<file path="config.mk">
export PLATFORM = sky130hd
export DESIGN_NAME = universal_shift_register
export DESIGN_NICKNAME = d
export VERILOG_FILES = /design/src/rtl/universal_shift_register.sv
export SDC_FILE = /design/constraint.sdc
export NUM_CORES = 1
export LEC_CHECK = 0
export ABC_CLOCK_PERIOD_IN_PS = 1460
export CAP_MARGIN = 0
export CORE_UTILIZATION = 31
export CTS_BUF_LIST = sky130_fd_sc_hd__clkbuf_4
export DETAILED_ROUTE_END_ITERATION = 6
export PLACE_DENSITY = 0.63
export RECOVER_POWER = 50
export SLEW_MARGIN = 10
export SYNTH_ARGS = -nofsm -noshare
export SYNTH_HDL_FRONTEND = slang
export SYNTH_SLANG_ARGS = --single-unit
</file>
<file path="constraint.sdc">
create_clock -name clock -period 1.46 [get_ports clock]
set_input_delay 0.438 -clock clock [delete_from_list [all_inputs] [get_ports clock]]
set_output_delay 0.438 -clock clock [all_outputs]
set_load 0.03 [all_outputs]
</file>
<file path="src/rtl/universal_shift_register.sv">
// WIDTH-bit clock-enabled register with hold/load/shift/rotate/clear modes
// plus an autonomous LSB-first serial transmit sequence with busy/done status.
module universal_shift_register #(
  parameter int               WIDTH       = 8,
  parameter logic [WIDTH-1:0] RESET_VALUE = '0
) (
  input  logic             clock,
  input  logic             reset,
  input  logic             enable,
  input  logic [2:0]       mode,
  input  logic [WIDTH-1:0] D,
  input  logic             serial_in,
  output logic [WIDTH-1:0] Q,
  output logic             serial_out,
  output logic             busy,
  output logic             done
);

  localparam int             CW         = $clog2(WIDTH);
  localparam logic [CW-1:0]  LAST_COUNT = CW'(WIDTH - 1);

  typedef enum logic {IDLE, XMIT} state_t;

  state_t           state_q;
  logic [CW-1:0]    count_q;
  logic [WIDTH-1:0] q_q;
  logic [WIDTH-1:0] q_d;
  logic             done_q;

  // Next register value for IDLE-state commands; transmit start loads D.
  always_comb begin
    q_d = q_q;
    case (mode)
      3'b000:  q_d = q_q;
      3'b001:  q_d = D;
      3'b010:  q_d = {q_q[WIDTH-2:0], serial_in};
      3'b011:  q_d = {serial_in, q_q[WIDTH-1:1]};
      3'b100:  q_d = {q_q[WIDTH-2:0], q_q[WIDTH-1]};
      3'b101:  q_d = {q_q[0], q_q[WIDTH-1:1]};
      3'b110:  q_d = '0;
      3'b111:  q_d = D;
      default: q_d = q_q;
    endcase
  end

  always_ff @(posedge clock or posedge reset) begin
    if (reset) begin
      state_q <= IDLE;
      count_q <= '0;
      q_q     <= RESET_VALUE;
      done_q  <= 1'b0;
    end else if (!enable) begin
      done_q <= 1'b0;
    end else begin
      done_q <= 1'b0;
      case (state_q)
        IDLE: begin
          q_q <= q_d;
          if (mode == 3'b111) begin
            count_q <= LAST_COUNT;
            state_q <= XMIT;
          end
        end
        XMIT: begin
          // Final edge leaves Q untouched so the last bit stays visible.
          if (count_q != '0) begin
            q_q     <= {serial_in, q_q[WIDTH-1:1]};
            count_q <= count_q - 1'b1;
          end else begin
            state_q <= IDLE;
            done_q  <= 1'b1;
          end
        end
        default: state_q <= IDLE;
      endcase
    end
  end

  assign Q          = q_q;
  assign serial_out = q_q[0];
  assign busy       = (state_q == XMIT);
  assign done       = done_q;

endmodule
</file>
======== Word-level counts from Yosys, hierarchy flattened ========
Cells that the tools add are included.
word-level totals
  register bits after elaboration ......... 13
  bits of input ports ..................... 15
  output and inout port bits .............. 11
  logic and storage cells ................. 33
operators by class
  add/sub/neg operators ................... 1
  eq/ne operators ......................... 10
  multiplexer cells ....................... 12
  bitwise operators ....................... 1
  reductions and logical operators ........ 5
operators by type and width
  kind                   count
  $pmux W8 S6            1
  $pmux W8 S2            1
  $eq A3 B3 Y1 const B   4
  $mux W8                1
  $eq A3 B2 Y1 const B   2
  $mux W3                2
  $pmux W3 S2            1
  $reduce_and A3 Y1      2
  $mux W1                5
  $ne A2 B2 Y1 const B   2
  $eq A3 B1 Y1 const B   1
  $logic_not A3 Y1       1
  $reduce_bool A3 Y1     1
  $sub A3 B1 Y3 const B  1
  $ne A2 B1 Y1 const B   1
  $pmux W1 S2            1
  $reduce_or A2 Y1       1
  $not A1 Y1             1

======== Depth between registers and ports, before layout ========
  word-level depth ........................ 4
  gate-level depth with buffers ........... 7
  depth with buffers taken out ............ 6

======== Worst setup path after synthesis ========
OpenSTA, ideal clock, no wires.
  path type ............................... reg2reg
  start point ............................. reg state_q (netlist: busy)
  end point ............................... reg q_q[3] (netlist: Q[3])
  library setup time ...................... 0.125 ns
  data arrival time ....................... 1.587 ns
  data required time ...................... 1.335 ns
  slack ................................... -0.253 ns
  stages on the path, launching flop included .. 5
  path buffers ............................ 1
  clock period less this slack ............ 1.713 ns
  cell sequence ........................... dfrtp_1 or4_4 nand3_2 buf_8 mux2_4
on the way
  word-level cells in the longest chain between the ends .. 3
  elaborated cells on any way between the ends .. 5
  classes of those cells .................. eq/ne (2); mux (1); bitwise (1); reduce/logical (1)
RTL lines
  element                             line  RTL
  start: declaration                  24    state_t state_q;
  start signal: assignment            48    state_q <= IDLE;
  start signal: assignment            61    state_q <= XMIT;
  start signal: assignment            70    state_q <= IDLE;
  $not A1 Y1                          n/a
  $ne A2 B2 Y1 (no source line)       n/a
  $reduce_and A3 Y1 (no source line)  n/a
  end signal: assignment              58    q_q <= q_d;
  end signal: assignment              67    q_q <= {serial_in, q_q[WIDTH-1:1]};
  end: declaration                    26    logic [WIDTH-1:0] q_q;
Parallel ways exist; a longest one is shown, timed or not.
A chain may end at the register's enable or synchronous reset.

======== Worst setup path after layout ========
  start point ............................. reg state_q (netlist: busy)
  end point ............................... reg q_q[1] (netlist: Q[1])
The elaborated chain is that of the path after synthesis.

==> out/results.tsv <==
stage	metric	value	unit
final_layout	fin_area	1450	sq um
timing	hold_viol	0	
place	place_inst	163	
floorplan	die_x	57.9	um
cts	numCtsBuffers	3	
yosys	synth_edf_count	0	
final_layout	drive_gt1_share	43.4	%
floorplan	initial_core_util	33.9	%
worst_setup_path	required	1.63	ns
timing	fmax	662	MHz
yosys	synth_most_common_cell	dfrtp_1	
global_routing	grt_pass1_vias	990	
worst_setup_path	arrival	1.68	ns
timing	finalMaxSlewViolations	0	
final_layout	nNetsFinal	161	
hold_path	hp-class	input pin to asynchronous set/reset pin	
routing	post_drt_wl_per_cell	15.9	um
yosys	syn-num-nets	112	
timing	hold_ws	0.483	ns
floorplan	ios	26	
floorplan	chipHeight	57.9	um
timing	finalSetupViolCount	8	
yosys	ys_seq_area_share	33.6	%
global_routing	grt_pass1_wl	4.49	mm
final_layout	syn_to_final_growth	49.6	%
routing	route.vias.total	971	
power_and_ir_drop	ir_drop	1.19	mV
yosys	netlist.area_leader.share	33.6	%
cts	cts_max_path_buffers	2	
yosys	synth_area_leader_cell	dfrtp_1	
final_layout	antenna_cells	0	
place	post_dp_cell_area	1290	sq um
routing	drtIter0Drc	18	
place	io_buffers	25	
yosys	synth_ff_type	dfrtp_1	
timing	rsz0062_at_grt	yes	
status	outcome	complete, but fails checks	
floorplan	core_area	2850	sq um
yosys	netlist-cell-type-count	39	
timing	worst_slack	-0.0511	ns
routing	wl	2.76	mm
cts	clk-insertion-delay-late	0.28	ns
yosys	synth_commonest_cells	13 x dfrtp_1, 8 x o21ai_0, 7 x nand2_1	
global_routing	grt.total_usage	17.9	%
routing	drc	3	
cts	cts_tree	yes	
timing	post-route-min-period	1.51	ns
worst_setup_path	cp-startpoint	busy$_DFFE_PP0P_	
worst_setup_path	start_kind	flip-flop	
timing	finClkSkew	0.00533	ns
routing	ant_nets	0	
global_routing	grt_antenna_before_repair	0	
place	routabilityCongestion	0.754	
yosys	synthArstFlopShare	100	%
final_layout	final_cells	174	
timing	worstMarginPinSlew	0.500	ns
place	hpwl	1.94	mm
routing	vias_per_cell	5.58	
worst_setup_path	cp_max_fo	6	
worst_setup_path	critPathCaptureType	flip-flop	
worst_setup_path	reg2reg_from	busy$_DFFE_PP0P_	
yosys	yosysWarnings	0	
cts	clkSlewWorstSetupHoldPaths	0.08	ns
routing	drt-pass1-iter-count	6	
cts	htreeDepth	1	
floorplan	dieArea	3350	sq um
cts	clock-sinks	13	
cts	root_buffer	clkbuf_4	
power_and_ir_drop	power.total	2630	uW
power_and_ir_drop	leakage	0.000663	uW
yosys	yosys_register_bits	13	
floorplan	rows	19	
timing	fin_crit_sh	104	%
status	failed_checks	DRC, setup timing	
flow_run	drv_cap	0	
yosys	synthesis.instances	95	
yosys	ys_top_cells_by_area	dfrtp_1 34%, mux2_4 4.7%, a32oi_1 4.5%	
yosys	syn_area_per_cell	10.2	sq um
worst_setup_path	path_class	flip-flop to flip-flop	
global_routing	overflow	0	
power_and_ir_drop	cellPowerDensity	1820	nW/um^2
timing	slew-limit-headroom	66.7	%
global_routing	grt_max_degree	14	
cts	ctsHoldBuffers	0	
yosys	syn_area	968	sq um
[layout make-up]
class / instances / area, sq um
Multi-Input combinational cell: 71 / 614
Fill cell: 272 / 1400
Tap cell: 31 / 38.8
Clock buffer: 4 / 30.0
Sequential cell: 13 / 327
Inverter: 5 / 18.8
Timing Repair Buffer: 50 / 420
[registers in the layout, summed over array words and instances, names as in the netlist]
name     cells
Q            8
busy         1
count_q      3
done         1
[kinds of logic (layout without fill, tap and decap cells)]
family                     Yosys count  count (layout)  share of synthesized area [%]
muxes                                6               6                           8.01
adders and majority gates            2               2                           2.58
and+or+nand+nor                     28              29                           17.6
DFF                                 13              13                           33.6
xor gates and xnor gates             1               2                           2.84
buffers and inverters               13              59                           12.4
AOI/OAI and AO/OA                   32              32                           23.0
[power by group]
| part | total, uW | switching (uW) | internal [uW] |
|---|---|---|---|
| combinational | 1660 | 830 | 828 |
| sequential | 727 | 197 | 529 |
| clock | 248 | 123 | 125 |
| total | 2630 | 1150 | 1480 |
[worst max-delay path, cell delays in order (launching register included)]
cell,delay (ns)
dfrtp_2,0.42
or4_4,0.54
nand3_4,0.14
mux2_4,0.31
[repair_timing]
action / 4_1_cts / 5_1_grt
gates resized for setup: 15 / 9
setup buffers: 4 / 1
endpoints found under the setup margin: 9 / 12
gates cloned: 2 / 0
pin swaps: 3 / 4
[cell usage in the layout, fill, tap and decap left out, types with 2 or more instances in the layout]
cell	synthesis	final
buf_4	3	32
a21o_1	2	2
a31oi_1	3	3
a32oi_1	5	5
mux2_4	3	5
clkdlybuf4s50_1	0	9
inv_1	5	5
clkbuf_4	0	4
dlygate4sd2_1	0	2
o22ai_1	4	3
o21ai_1	0	2
buf_6	2	2
nand3b_1	3	3
nand2_1	7	6
nor2b_1	2	2
and2b_2	2	2
dfrtp_1	13	12
a21oi_1	2	2
a41oi_1	2	2
nor2_1	5	5
o21ai_0	8	6
[layer usage]
metal	up-vias	share of wire [%]	GRT usage, %
met2	36	52	32.2
met5	-	0	0
li1	459	-	-
met3	4	6.2	4.46
met4	0	1.4	5.44
met1	472	41	20.9
[through the flow]
| stage | TNS [ns] | worst slack [ns] | utilization (%) |
|---|---|---|---|
| floorplan | -0.900 | -0.207 | - |
| global placement | -5.59 | -0.639 | 45.3 |
| detailed placement | -5.94 | -0.655 | 45.3 |
| CTS | -0.343 | -0.0590 | 49.3 |
| global route | -0.830 | -0.110 | 50.8 |
| finish | -0.309 | -0.0511 | 50.8 |
[path summary, 6_finish.rpt]
| kind | to | slack, ns | cells past startpoint |
|---|---|---|---|
| max reg2reg | Q[1]$_DFFE_PP0P_ | -0.05 | 3 |
| min reg2reg | count_q[1]$_DFFE_PP0P_ | 0.52 | 1 |
| max | Q[1]$_DFFE_PP0P_ | -0.05 | 3 |
| max in group asynchronous | Q[1]$_DFFE_PP0P_ | 0.30 | 3 |
| min | count_q[0]$_DFFE_PP0P_ | 0.48 | 2 |
| min in group clock | count_q[1]$_DFFE_PP0P_ | 0.52 | 1 |
Note: power is estimated with default switching activity, not from simulation.
